<file path="config.mk">
export PLATFORM = sky130hd
export DESIGN_NAME = softmax_head_sched
export DESIGN_NICKNAME = d
export VERILOG_FILES = /design/src/rtl/softmax_head_sched.sv
export SDC_FILE = /design/constraint.sdc
export NUM_CORES = 1
export LEC_CHECK = 0
export ABC_AREA = 0
export CORE_UTILIZATION = 30
export DETAILED_ROUTE_END_ITERATION = 8
export GPL_TIMING_DRIVEN = 0
export HOLD_SLACK_MARGIN = 0.03
export MAX_ROUTING_LAYER = met4
export SLEW_MARGIN = 20
export SYNTH_ARGS = -nofsm -noshare
export SYNTH_HDL_FRONTEND = slang
export SYNTH_SLANG_ARGS = --single-unit
</file>
<file path="constraint.sdc">
create_clock -name clk -period 4.05 [get_ports clk]
set_input_delay 0.6075 -clock clk [delete_from_list [all_inputs] [get_ports clk]]
set_output_delay 0.6075 -clock clk [all_outputs]
set_load 0.02 [all_outputs]
</file>
<file path="src/rtl/softmax_head_sched.sv">
// Round-robin owner of a shared softmax unit: grants one head, streams its score row in,
// routes the row's results back to it, and admits LUT writes only while idle.
module softmax_head_sched #(
  parameter int SOFTMAX_NUM = 64,
  parameter int NUM_HEAD    = 8,
  parameter int DATA_W      = 8,
  parameter int LUT_ADDR    = 16,
  parameter int LUT_DATA    = 16,
  localparam int CNT_W      = $clog2(SOFTMAX_NUM + 1)
) (
  input  logic                       clk,
  input  logic                       rst_n,
  input  logic [NUM_HEAD-1:0]        req,
  input  logic [CNT_W-1:0]           cfg_row_len,
  input  logic [DATA_W*NUM_HEAD-1:0] in_data,
  input  logic [NUM_HEAD-1:0]        in_valid,
  output logic [NUM_HEAD-1:0]        in_ready,
  output logic [DATA_W-1:0]          sm_idata,
  output logic                       sm_idata_valid,
  input  logic [DATA_W-1:0]          sm_odata,
  input  logic                       sm_odata_valid,
  output logic [DATA_W-1:0]          out_data,
  output logic [NUM_HEAD-1:0]        out_valid,
  output logic [NUM_HEAD-1:0]        done,
  output logic [NUM_HEAD-1:0]        grant,
  input  logic                       lut_wen_in,
  input  logic [LUT_ADDR-1:0]        lut_waddr_in,
  input  logic [LUT_DATA-1:0]        lut_wdata_in,
  output logic                       sm_lut_wen,
  output logic [LUT_ADDR-1:0]        sm_lut_waddr,
  output logic [LUT_DATA-1:0]        sm_lut_wdata,
  output logic [1:0]                 err,
  output logic [1:0]                 dbg_state
);
  localparam int HW  = (NUM_HEAD > 1) ? $clog2(NUM_HEAD) : 1;
  localparam int HW1 = HW + 1;

  typedef enum logic [1:0] {
    S_IDLE  = 2'd0,
    S_FEED  = 2'd1,
    S_DRAIN = 2'd2,
    S_DONE  = 2'd3
  } state_e;

  state_e                state_q;
  logic [NUM_HEAD-1:0]   grant_q;
  logic [HW-1:0]         gidx_q;
  logic [HW-1:0]         rr_q;
  logic [CNT_W-1:0]      len_q;
  logic [CNT_W-1:0]      in_cnt_q;
  logic [CNT_W-1:0]      out_cnt_q;
  logic [DATA_W-1:0]     sm_idata_q;
  logic                  sm_idata_valid_q;
  logic [DATA_W-1:0]     out_data_q;
  logic [NUM_HEAD-1:0]   out_valid_q;
  logic [NUM_HEAD-1:0]   done_q;
  logic                  sm_lut_wen_q;
  logic [LUT_ADDR-1:0]   sm_lut_waddr_q;
  logic [LUT_DATA-1:0]   sm_lut_wdata_q;
  logic [1:0]            err_q;

  logic [HW:0]           cand;
  logic                  pick_found;
  logic [HW-1:0]         pick_idx;
  logic [CNT_W-1:0]      len_d;
  logic [HW-1:0]         rr_d;
  logic                  feed;
  logic                  hs;
  logic                  res_ok;
  logic                  stray;
  logic                  lut_ok;
  logic [DATA_W-1:0]     cur_data;

  // First requesting head at or after the rr pointer, wrapping.
  always_comb begin
    cand       = '0;
    pick_found = 1'b0;
    pick_idx   = '0;
    for (int i = 0; i < NUM_HEAD; i++) begin
      cand = {1'b0, rr_q} + HW1'(i);
      if (cand >= HW1'(NUM_HEAD)) cand = cand - HW1'(NUM_HEAD);
      if (!pick_found && req[cand[HW-1:0]]) begin
        pick_found = 1'b1;
        pick_idx   = cand[HW-1:0];
      end
    end
  end

  assign len_d = (cfg_row_len == '0 || cfg_row_len > CNT_W'(SOFTMAX_NUM)) ?
                 CNT_W'(SOFTMAX_NUM) : cfg_row_len;
  assign rr_d  = (gidx_q == HW'(NUM_HEAD - 1)) ? '0 : gidx_q + HW'(1);

  // Score handshake: a beat moves on the clock edge where the granted head holds
  // in_valid high while in_ready is high; in_ready depends only on registered state.
  assign feed     = (state_q == S_FEED);
  assign in_ready = feed ? grant_q : '0;
  assign hs       = feed & in_valid[gidx_q];
  assign cur_data = in_data[gidx_q*DATA_W +: DATA_W];

  assign res_ok = sm_odata_valid & (state_q == S_FEED || state_q == S_DRAIN) & (out_cnt_q < len_q);
  assign stray  = sm_odata_valid & ~res_ok;
  assign lut_ok = lut_wen_in & (state_q == S_IDLE);

  always_ff @(posedge clk or negedge rst_n) begin
    if (!rst_n) begin
      state_q          <= S_IDLE;
      grant_q          <= '0;
      gidx_q           <= '0;
      rr_q             <= '0;
      len_q            <= '0;
      in_cnt_q         <= '0;
      out_cnt_q        <= '0;
      sm_idata_q       <= '0;
      sm_idata_valid_q <= 1'b0;
      out_data_q       <= '0;
      out_valid_q      <= '0;
      done_q           <= '0;
      sm_lut_wen_q     <= 1'b0;
      sm_lut_waddr_q   <= '0;
      sm_lut_wdata_q   <= '0;
      err_q            <= '0;
    end else begin
      sm_idata_valid_q <= hs;
      if (hs) sm_idata_q <= cur_data;

      out_valid_q <= res_ok ? grant_q : '0;
      if (res_ok) begin
        out_data_q <= sm_odata;
        out_cnt_q  <= out_cnt_q + 1'b1;
      end

      sm_lut_wen_q <= lut_ok;
      if (lut_ok) begin
        sm_lut_waddr_q <= lut_waddr_in;
        sm_lut_wdata_q <= lut_wdata_in;
      end

      if (stray) err_q[0] <= 1'b1;
      if (lut_wen_in && state_q != S_IDLE) err_q[1] <= 1'b1;

      done_q <= '0;
      case (state_q)
        S_IDLE: begin
          // A LUT write takes the idle cycle; arbitration waits one cycle.
          if (!lut_wen_in && pick_found) begin
            grant_q   <= NUM_HEAD'(1) << pick_idx;
            gidx_q    <= pick_idx;
            len_q     <= len_d;
            in_cnt_q  <= '0;
            out_cnt_q <= '0;
            state_q   <= S_FEED;
          end
        end
        S_FEED: begin
          if (hs) begin
            in_cnt_q <= in_cnt_q + 1'b1;
            if (in_cnt_q == len_q - 1'b1) state_q <= S_DRAIN;
          end
        end
        S_DRAIN: begin
          if (out_cnt_q == len_q) begin
            done_q  <= grant_q;
            state_q <= S_DONE;
          end
        end
        S_DONE: begin
          grant_q <= '0;
          rr_q    <= rr_d;
          state_q <= S_IDLE;
        end
        default: state_q <= S_IDLE;
      endcase
    end
  end

  assign sm_idata       = sm_idata_q;
  assign sm_idata_valid = sm_idata_valid_q;
  assign out_data       = out_data_q;
  assign out_valid      = out_valid_q;
  assign done           = done_q;
  assign grant          = grant_q;
  assign sm_lut_wen     = sm_lut_wen_q;
  assign sm_lut_waddr   = sm_lut_waddr_q;
  assign sm_lut_wdata   = sm_lut_wdata_q;
  assign err            = err_q;
  assign dbg_state      = state_q;

endmodule

</file>
# ---- Word-level counts from Yosys, hierarchy flattened
# Cells that the tools add are included.
# Widths: inputs -> output; s select.
dict set report totals {
  register_bits 105
  latchBits 0
  ramBits 0
  rom_bits 0
  inputBits 131
  output_inout_bits 86
  word_cells 162
  n_memories 0
}
dict set report op_classes {
  n_addsub 19
  mul 0
  div_mod_pow 0
  magnitude_cmp 19
  eq_ne 10
  n_shift 2
  muxes 61
  n_bitwise 6
  reduce_logical 28
}
# cell n
set ops {}
lappend ops {{$shiftx 64x7->8} 1}
lappend ops {{$mux 3} 17}
lappend ops {{$mux 7} 6}
lappend ops {{$mux 8} 5}
lappend ops {{$lt 3x4->1 const B} 9}
lappend ops {{$ge 4x4->1 const B} 7}
lappend ops {{$bmux 1 s3} 9}
lappend ops {{$sub 3x1->3 const B} 8}
lappend ops {{$mux 1} 17}
lappend ops {{$add 3x3->4 const B} 4}
lappend ops {{$pmux 8 s2} 1}
lappend ops {{$add 7x1->7 const B} 2}
lappend ops {{$eq 7x7->1} 2}
lappend ops {{$pmux 7 s2} 1}
lappend ops {{$logic_and 1x1->1} 9}
lappend ops {{$add 3x2->4 const B} 2}
lappend ops {{$logic_not 1->1} 8}
lappend ops {{$mux 2} 4}
lappend ops {{$ne 2x1->1 const B} 4}
lappend ops {{$pmux 2 s4} 1}
lappend ops {{$shl 1x3->8 const A} 1}
lappend ops {{$gt 7x7->1 const B} 1}
lappend ops {{$logic_not 7->1} 1}
lappend ops {{$lt 7x7->1} 1}
lappend ops {{other kinds (15)} 24}

# ---- Depth between registers and ports, before layout
# Gate-level depths: netlist of the first run.
dict set report depth {
  word_depth 29
  ltp_mapped 13
  ltp_nobuf 9
}

# ---- Least setup slack after synthesis of the first run
# No wires, ideal clock.
dict set report synth_path {
  kind {register -> register}
  from {register rr_q[1]}
  to {register in_cnt_q[6]}
  setup_ns 0.078
  arrival_time_ns 3.210
  required_time_ns 3.972
  path_slack_ns 0.763
  path_stages_with_launch 12
  n_path_buf 2
  synth_period_minus_slack_ns 3.287
  cell_sequence {dfrtp_1 -> clkbuf_1 -> inv_2 -> ha_1 -> buf_2 -> inv_2 -> mux4_2 -> a32o_2 -> a41oi_4 -> o2111ai_2 -> or4_1 -> a21oi_1}
}
dict set report synth_between {
  elab_chain_cells 29
  word_cells_on_any_way 72
  classes_between {15 x add/sub; 8 x order compare; 1 x eq/ne; 32 x mux; 16 x reduce/logical}
}
# element line
set synth_rtl {}
lappend synth_rtl {{from (decl)} 48} ;# logic [HW-1:0] rr_q;
lappend synth_rtl {{from (signal assigned)} 168} ;# rr_q <= rr_d;
lappend synth_rtl {{parallel branches: the longest is 25 deep, another holds $add 3x1->4} --}
lappend synth_rtl {{$mux 1 (*)} 82} ;# if (!pick_found && req[cand[HW-1:0]]) begin
lappend synth_rtl {{$logic_and 1x1->1 (*)} 145} ;# if (!lut_wen_in && pick_found) begin
lappend synth_rtl {{$ne 2x1->1 (no line) (*)} --}
lappend synth_rtl {{$reduce_and 3->1 (no line) (*)} --}
lappend synth_rtl {{to (signal assigned)} 156} ;# in_cnt_q <= in_cnt_q + 1'b1;
lappend synth_rtl {{to (decl)} 50} ;# logic [CNT_W-1:0] in_cnt_q;
# Every way passes the cells marked *. The select of a mux whose other input is x is not followed.
# A chain may end at the register's enable or synchronous reset.

# ---- Final worst setup path of the first run
dict set report layout_path {
  from {register rr_q[1]}
  to {register grant_q[3] (netlist: grant[3])}
}
dict set report layout_between {
  elab_chain_cells 29
  word_cells_on_any_way 83
  classes_between {15 x add/sub; 8 x order compare; 1 x eq/ne; 1 x shift; 42 x mux; 16 x reduce/logical}
}
# element line
set layout_rtl {}
lappend layout_rtl {{parallel branches: the longest is 29 deep, another holds $add 3x1->4} --}
lappend layout_rtl {{to (signal assigned)} 146} ;# grant_q <= NUM_HEAD'(1) << pick_idx;
lappend layout_rtl {{to (decl)} 46} ;# logic [NUM_HEAD-1:0] grant_q;
# Parallel ways; which one is timed is not known. The select of a mux whose other input is x is not followed.

==> run_results.csv, run 1 <==
group,metric,value,unit
floorplan,die_h,143.4,µm
pwr,powerDensity,748.7,nW/µm²
pwr,p_comb_share,61.5,%
grt,grt_pass1_vias,4982,
critical_path,reg2reg_depth,12,
sta,setup_viol,0,
synthesis,synthFlopType,"dfrtp_1",
grt,antenna_found_initial,0,
critical_path,cp_data_required_time,4290,ps
critical_path,critical_path.max_fanout,10,
synthesis,ys_ff_latch,105,
placement,post-place-ws,97.82,ps
synthesis,synth-xor-area-share,3.335,%
synthesis,synthesis.nets,666,
sta,slew_viol_final,0,
floorplan,start_util,30.74,%
clocking,cts.sinks,105,
clocking,clk_pin_slew,70,ps
pwr,p_sw_share,42.99,%
drt,drc,0,
drt,vias_per_cell,4.891,
drt,drt_wl_total,18040,µm
sta,fin_crit_sh,91.13,%
cells_and_area,final_nets,894,
sta,hold_viol,0,
floorplan,io_pins,217,
sta,tns,0,ps
grt,grt_usage,18.15,%
floorplan,die-area,20580,µm²
sta,slew_headroom,37.84,%
drt,drtPass1Iterations,4,
drt,vias,4964,
cells_and_area,diodes,0,
cells_and_area,drive_gt1_share,15.87,%
sta,rsz0062_at_grt,"false",
floorplan,die_w,143.4,µm
sta,worstMarginPinSlew,925.2,ps
placement,dp_hpwl,14620,µm
cells_and_area,fin_util,45.13,%
pwr,leakage,3.632,nW
synthesis,synthMuxAreaShare,24.74,%
grt,grt_overflow,0,
critical_path,crit_type,"reg2reg",
synthesis,synth_top_family_by_area,"multiplexers",
synthesis,seq_area_frac_synth,43.78,%
clocking,cts-root-buf,"clkbuf_16",
synthesis,synth_cells,517,
placement,gp_congestion,0.8930,
grt,grt_pass1_wl,27790,µm
sta,fin_worst_skew,7.792,ps
pwr,total_power,6.598,mW
pwr,power_frac_clock,12.5,%
sta,max_freq,271.0,MHz
critical_path,crit_arrival,3930,ps
synthesis,syn_area,6002,µm²
clocking,cts_tree,"built",
placement,dp_cells,999,
drt,drt_iter0_drc,185,
synthesis,synth_cell_types,59,
synthesis,synth-adder-area-share,3.752,%
synthesis,synth_compound_area_share,10.07,%
pwr,seq_power_share,26.0,%
outcome,status,"completed",
clocking,cts_resized,0,
pwr,switchingPower,2.837,mW
placement,io_buffers,216,
synthesis,synth-simple-area-share,11.07,%
clocking,clockBufferDepth,2,
worst_hold_path,worstHoldPathType,"in2async",
sta,min_period,3691,ps
floorplan,coreArea,19530,µm²
drt,wl_per_cell,17.78,µm
synthesis,ys_warn_count,0,
grt,grt_max_degree,55,
pwr,ir_drop,0.4205,mV
pwr,power.internal,3.761,mW
critical_path,worstSetupEndpointType,"flip-flop",
job,cap_violations,0,
clocking,cts_made_buffers,9,
synthesis,avgSynthCellArea,11.61,µm²
clocking,clock_latency,350,ps
clocking,postCtsSetupRepairBufs,0,
clocking,htreeDepth,3,
synthesis,ys_async_sr_fraction,100.0,%
clocking,hold_buffers,0,
cells_and_area,syn2layout_area_growth,46.82,%
sta,setup_ws,359.3,ps
drt,ant_nets,0,
synthesis,synth_edf_count,0,
cells_and_area,final_cells,1015,
floorplan,row_count,51,
critical_path,worst_setup_path_start_kind,"flip-flop",
==> per-stage QoR <==
| stage | hold WS, ps | cell area, µm² |
|---|---|---|
| final | 196.4 | 8812 |
| after global routing | 228.4 | 8812 |
| after CTS | 212.0 | 8805 |
| after detailed placement | 472.3 | 8524 |
| after global placement | 463.5 | 8496 |
| after floorplan | 311.9 | 6002 |
==> path summary, 6_finish.rpt <==
| check | end | startpoint | slack [ps] |
|---|---|---|---|
| worst max register to register | grant[3]$_DFFE_PN0P_ | rr_q[1]$_DFFE_PN0P_ | 360 |
| worst max-delay path | grant[3]$_DFFE_PN0P_ | rr_q[1]$_DFFE_PN0P_ | 360 |
| max in group asynchronous | out_data[3]$_DFFE_PN0N_ | rst_n | 3230 |
| worst min register to register | err[0]$_DFFE_PN0P_ | err[0]$_DFFE_PN0P_ | 480 |
| worst min-delay path | sm_lut_waddr[4]$_DFFE_PN0P_ | rst_n | 200 |
| min in group clk | err[0]$_DFFE_PN0P_ | err[0]$_DFFE_PN0P_ | 480 |
==> sequential cells by signal (all words and copies together), names as in the netlist, 7 cells and up <==
register / count
sm_lut_waddr: 16
done: 8
grant: 8
out_data: 8
out_valid: 8
sm_lut_wdata: 16
len_q: 7
in_cnt_q: 7
out_cnt_q: 7
sm_idata: 8
==> cell families (layout without fill, tap and decap cells) <==
kind of cell,count (synthesis),after routing
buffers and inverters,47,280
flip-flops,105,105
AO/OA/AOI/OAI,88,88
adder cells (fa/ha/maj),18,18
multiplexers,105,105
AND/OR/NAND/NOR,132,132
XOR/XNOR,22,22
==> cells in the final DEF, fill, tap and decap left out, drive strengths merged, types with 22 or more instances in the layout <==
cell           count
clkdlybuf4s50    215
dfrtp            105
mux2              54
nand2             38
nor2              32
mux4              29
o21ai             29
and2              27
inv               23
mux2i             22
clkbuf            22
==> power groups by stage <==
stage / logic, mW / clock network [mW] / registers (mW)
3_3_place_gp: 4.01 / 0 / 1.73
5_1_grt: 4.39 / 0.889 / 1.77
4_1_cts: 4.07 / 0.848 / 1.73
2_1_floorplan: 2.28 / 0 / 2.05
6_report: 4.06 / 0.824 / 1.72
3_5_place_dp: 4.05 / 0 / 1.74
==> metal layers <==
layer / vias to the layer above / GRT usage [%] / share of wire, %
met5: - / - / 0
met4: 0 / 6.215 / 1.5
met3: 19 / 2.566 / 6.5
met2: 171 / 29.94 / 48
met1: 2427 / 22.78 / 44
li1: 2347 / - / -
==> Yosys cell counts (2+ instances only) <==
library cell    n  area share, %
inv_1          19            1.2
o21ai_0        24            2.0
a21o_1          4           0.50
a32oi_1         2           0.29
nand3b_1        7           0.88
inv_2           2           0.13
mux2i_1        21            3.5
buf_1           5           0.31
o22ai_1         2           0.21
a2111oi_0       3           0.44
nor2b_1         2           0.21
and3_1          4           0.42
xor2_1          9            1.3
ha_1           18            3.8
a211o_1         2           0.29
nand4_1         6           0.63
nor3_1          3           0.25
or4_1           2           0.25
nand3_1         4           0.33
dfrtp_1       105             44
and2_1         27            2.8
nand2b_1        2           0.21
o21a_1          2           0.25
buf_2           6           0.50
nor2_1         31            1.9
xnor2_1        12            1.8
o21ai_1         5           0.42
mux2_2         53            9.9
o31ai_1        11            1.4
mux4_2         29             11
nand2_1        38            2.4
clkbuf_1       12           0.75
a31oi_1         3           0.31
o211ai_1        8            1.0
a21oi_1        10           0.83
==> critical path, stage by stage, from the launching register on <==
cell and delay, ps:
dfrtp_1 390, clkbuf_2 220, inv_2 220, ha_1 260, buf_2 180, inv_2 200
mux4_2 540, a32o_2 340, a41oi_4 300, and2_1 180, buf_2 170, nand4b_1 240
o31ai_1 330
==> cell type report <==
class | instances | area (µm²)
Buffer | 25 | 113.9
Clock buffer | 9 | 225.2
Clock inverter | 7 | 55.05
Fill cell | 1827 | 10710
Inverter | 22 | 82.58
Multi-Input combinational cell | 365 | 3186
Sequential cell | 105 | 2628
Tap cell | 265 | 331.6
Timing Repair Buffer | 217 | 2191
(Power assumes the default switching activity.)
==> inputs of run 2 (changes only) <==
--- a/config.mk
+++ b/config.mk
@@ -6,11 +6,14 @@
 export NUM_CORES = 1
 export LEC_CHECK = 0
 export ABC_AREA = 0
-export CORE_UTILIZATION = 30
+export CELL_PAD_IN_SITES_DETAIL_PLACEMENT = 1
+export CELL_PAD_IN_SITES_GLOBAL_PLACEMENT = 2
+export CORE_UTILIZATION = 28
 export DETAILED_ROUTE_END_ITERATION = 8
 export GPL_TIMING_DRIVEN = 0
 export HOLD_SLACK_MARGIN = 0.03
 export MAX_ROUTING_LAYER = met4
+export PLACE_DENSITY = 0.84
 export SLEW_MARGIN = 20
 export SYNTH_ARGS = -nofsm -noshare
 export SYNTH_HDL_FRONTEND = slang
==> constraint.sdc (replaced) <==
create_clock -name clk -period 4.05 [get_ports clk]
set_input_delay 0.6075 -clock clk [delete_from_list [all_inputs] [get_ports clk]]
set_output_delay 0.6075 -clock clk [all_outputs]
set_load 0.05 [all_outputs]
==> run 2 against run 1 <==
  * Fmax fell by 3.3%
  * Core utilization is 3.1 points lower
  * Sequential power rose by 2%
  * Critical path type unchanged
  * Critical endpoint is now grant[0]$_DFFE_PN0P_
  * Highest routed layer unchanged
==> run_results.csv, run 2 (synthesized netlist as in run 1, its figures left out) <==
group,metric,value,unit
cells_and_area,final.fill_count,2256,
pwr,powerDensity,836.4,nW/µm²
critical_path,crit_path_max_incr_delay,630,ps
pwr,seq_power_share,23.8,%
placement,io_buffers,216,
cells_and_area,drive_gt1_share,15.73,%
grt,grt_usage,19.08,%
clocking,htreeDepth,3,
clocking,cts_tree,"built",
clocking,cts_resized,0,
clocking,cts-root-buf,"clkbuf_16",
placement,dp_hpwl,16090,µm
critical_path,r2r_setup_slack,230,ps
critical_path,crit_type,"reg2reg",
pwr,total_power,7.388,mW
cells_and_area,fin_util,42.02,%
floorplan,row_count,53,
grt,grt_max_degree,56,
cells_and_area,multiInputGateArea,3181,µm²
cells_and_area,syn2layout_area_growth,47.18,%
clocking,cts_made_buffers,9,
cells_and_area,layout_commonest_cell,"clkdlybuf4s50_1",
critical_path,crit_arrival,4060,ps
drt,ant_nets,0,
cells_and_area,final_cell_area,8833,µm²
sta,slew_viol_final,0,
pwr,p_comb_share,64.3,%
sta,max_freq,261.9,MHz
cells_and_area,final_nets,894,
critical_path,cp_slowest_cell,"dfrtp_1",
sta,tns,0,ps
placement,post-place-ws,58.71,ps
pwr,leakage,3.639,nW
sta,setup_viol,0,
clocking,clk_pin_slew,70,ps
cells_and_area,regArea,2628,µm²
critical_path,cp_data_required_time,4300,ps
sta,setup_ws,232.4,ps
drt,drt_wl_total,20040,µm
grt,grt_overflow,0,
sta,fin_crit_sh,94.26,%
grt,grt_pass1_wl,31330,µm
pwr,power_frac_clock,11.9,%
cells_and_area,diodes,0,
critical_path,startpoint,"rr_q[1]$_DFFE_PN0P_",
placement,place_area,8537,µm²
critical_path,cp-endpoint,"grant[0]$_DFFE_PN0P_",
clocking,clockBufferDepth,2,
drt,vias,5009,
job,cap_violations,0,
floorplan,start_util,28.55,%
drt,wl_per_cell,19.55,µm
sta,worstMarginPinSlew,858.8,ps
clocking,cts.sinks,105,
sta,timing.hold.ws,196.3,ps
grt,antenna_found_initial,1,
floorplan,die_w,148.4,µm
cells_and_area,layout_common_cells,"clkdlybuf4s50_1, dfrtp_1, mux2_2, nand2_1, nor2_1",
floorplan,die-area,22030,µm²
worst_hold_path,worstHoldPathType,"in2async",
sta,hold_viol,0,
cells_and_area,final_cells,1025,
critical_path,timing.rr.end,"grant[0]$_DFFE_PN0P_",
sta,rsz0062_at_grt,"false",
critical_path,worstSetupEndpointType,"flip-flop",
pwr,power.internal,3.774,mW
pwr,switchingPower,3.614,mW
floorplan,coreArea,21020,µm²
drt,vias_per_cell,4.887,
critical_path,worst_setup_path_start_kind,"flip-flop",
drt,drtPass1Iterations,4,
outcome,status,"completed",
critical_path,reg2reg_depth,10,
critical_path,critical_path.max_fanout,11,
critical_path,cp_cell_sequence,"inv_2 > ha_1 > buf_2 > inv_2 > mux4_2 > a32oi_1 > a2111oi_0 > o31ai_1 > nand4b_1 > o31ai_1",
drt,drt_iter0_drc,110,
sta,min_period,3818,ps
pwr,p_sw_share,48.92,%
grt,grt_pass1_vias,5460,
placement,gp_congestion,0.9194,
floorplan,die_h,148.4,µm
pwr,ir_drop,0.4126,mV
placement,dp_cells,1009,
sta,fin_worst_skew,10.31,ps
floorplan,io_pins,217,
sta,slew_headroom,42.31,%
clocking,clock_latency,360,ps
critical_path,worstReg2RegStart,"rr_q[1]$_DFFE_PN0P_",
drt,drc,0,
-- run 2: changes by cell type in the layout (fill, tap and decap cells not counted), sizes merged --
cell,change
clkbuf,+1
clkinvlp,-1
inv,+3
clkinv,-3
-- run 2: layout make-up --
type / count / area share [%]
plain buffers: 24 / 1.232
clock buffers: 10 / 2.705
clock inverters: 6 / 0.6232
inverters: 22 / 0.9348
multi-input cells: 365 / 36.01
flip-flops and latches: 105 / 29.75
well taps: 275 / 3.895
repair buffers: 218 / 24.86
-- run 2: routing by layer --
layer | vias to the layer above | GRT usage, % | routed length [µm]
li1 | 2344 | - | -
met1 | 2557 | 23.00 | 8351
met2 | 82 | 32.79 | 10760
met3 | 26 | 3.497 | 548
met4 | 0 | 4.845 | 378
met5 | - | - | 0
-- run 2: worst max-delay path, delay by kind of cell, from the launching register on --
kind,cells,cell delay (ps)
AOI/OAI and AO/OA,4,1320
adders and majority gates,1,310
and+or+nand+nor,1,280
muxes,1,550
buffers and inverters,3,600
DFF,1,630
-- run 2: how the worst min path moves through the flow --
stage / startpoint / endpoint / slack, ps / depth (start not counted)
2_1_floorplan: rst_n / dbg_state[0]$_DFFE_PN0P_ / 310 / 0
3_3_place_gp: err[0]$_DFFE_PN0P_ / err[0]$_DFFE_PN0P_ / 460 / 1
3_5_place_dp: sm_idata[7]$_DFFE_PN0P_ / sm_idata[7]$_DFFE_PN0P_ / 470 / 2
4_1_cts: rst_n / sm_lut_waddr[4]$_DFFE_PN0P_ / 220 / 1
5_1_grt: rst_n / sm_lut_waddr[2]$_DFFE_PN0P_ / 220 / 1
6_report: rst_n / sm_lut_waddr[2]$_DFFE_PN0P_ / 200 / 1
-- run 2: repair_timing --
action / in CTS / in global routing
setup buffers: 0 / 0
endpoints found under the hold margin: 0 / 0
hold buffers: 0 / 0
setup endpoints to repair: 1 / 0
-- run 2: power groups by stage --
stage	registers (mW)	clock network [mW]	logic [mW]
floorplan	2.73	0	2.29
detailed placement	1.76	0	4.77
global placement	1.74	0	4.68
finish	1.76	0.878	4.75
global route	1.82	0.948	5.10
CTS	1.76	0.913	4.79
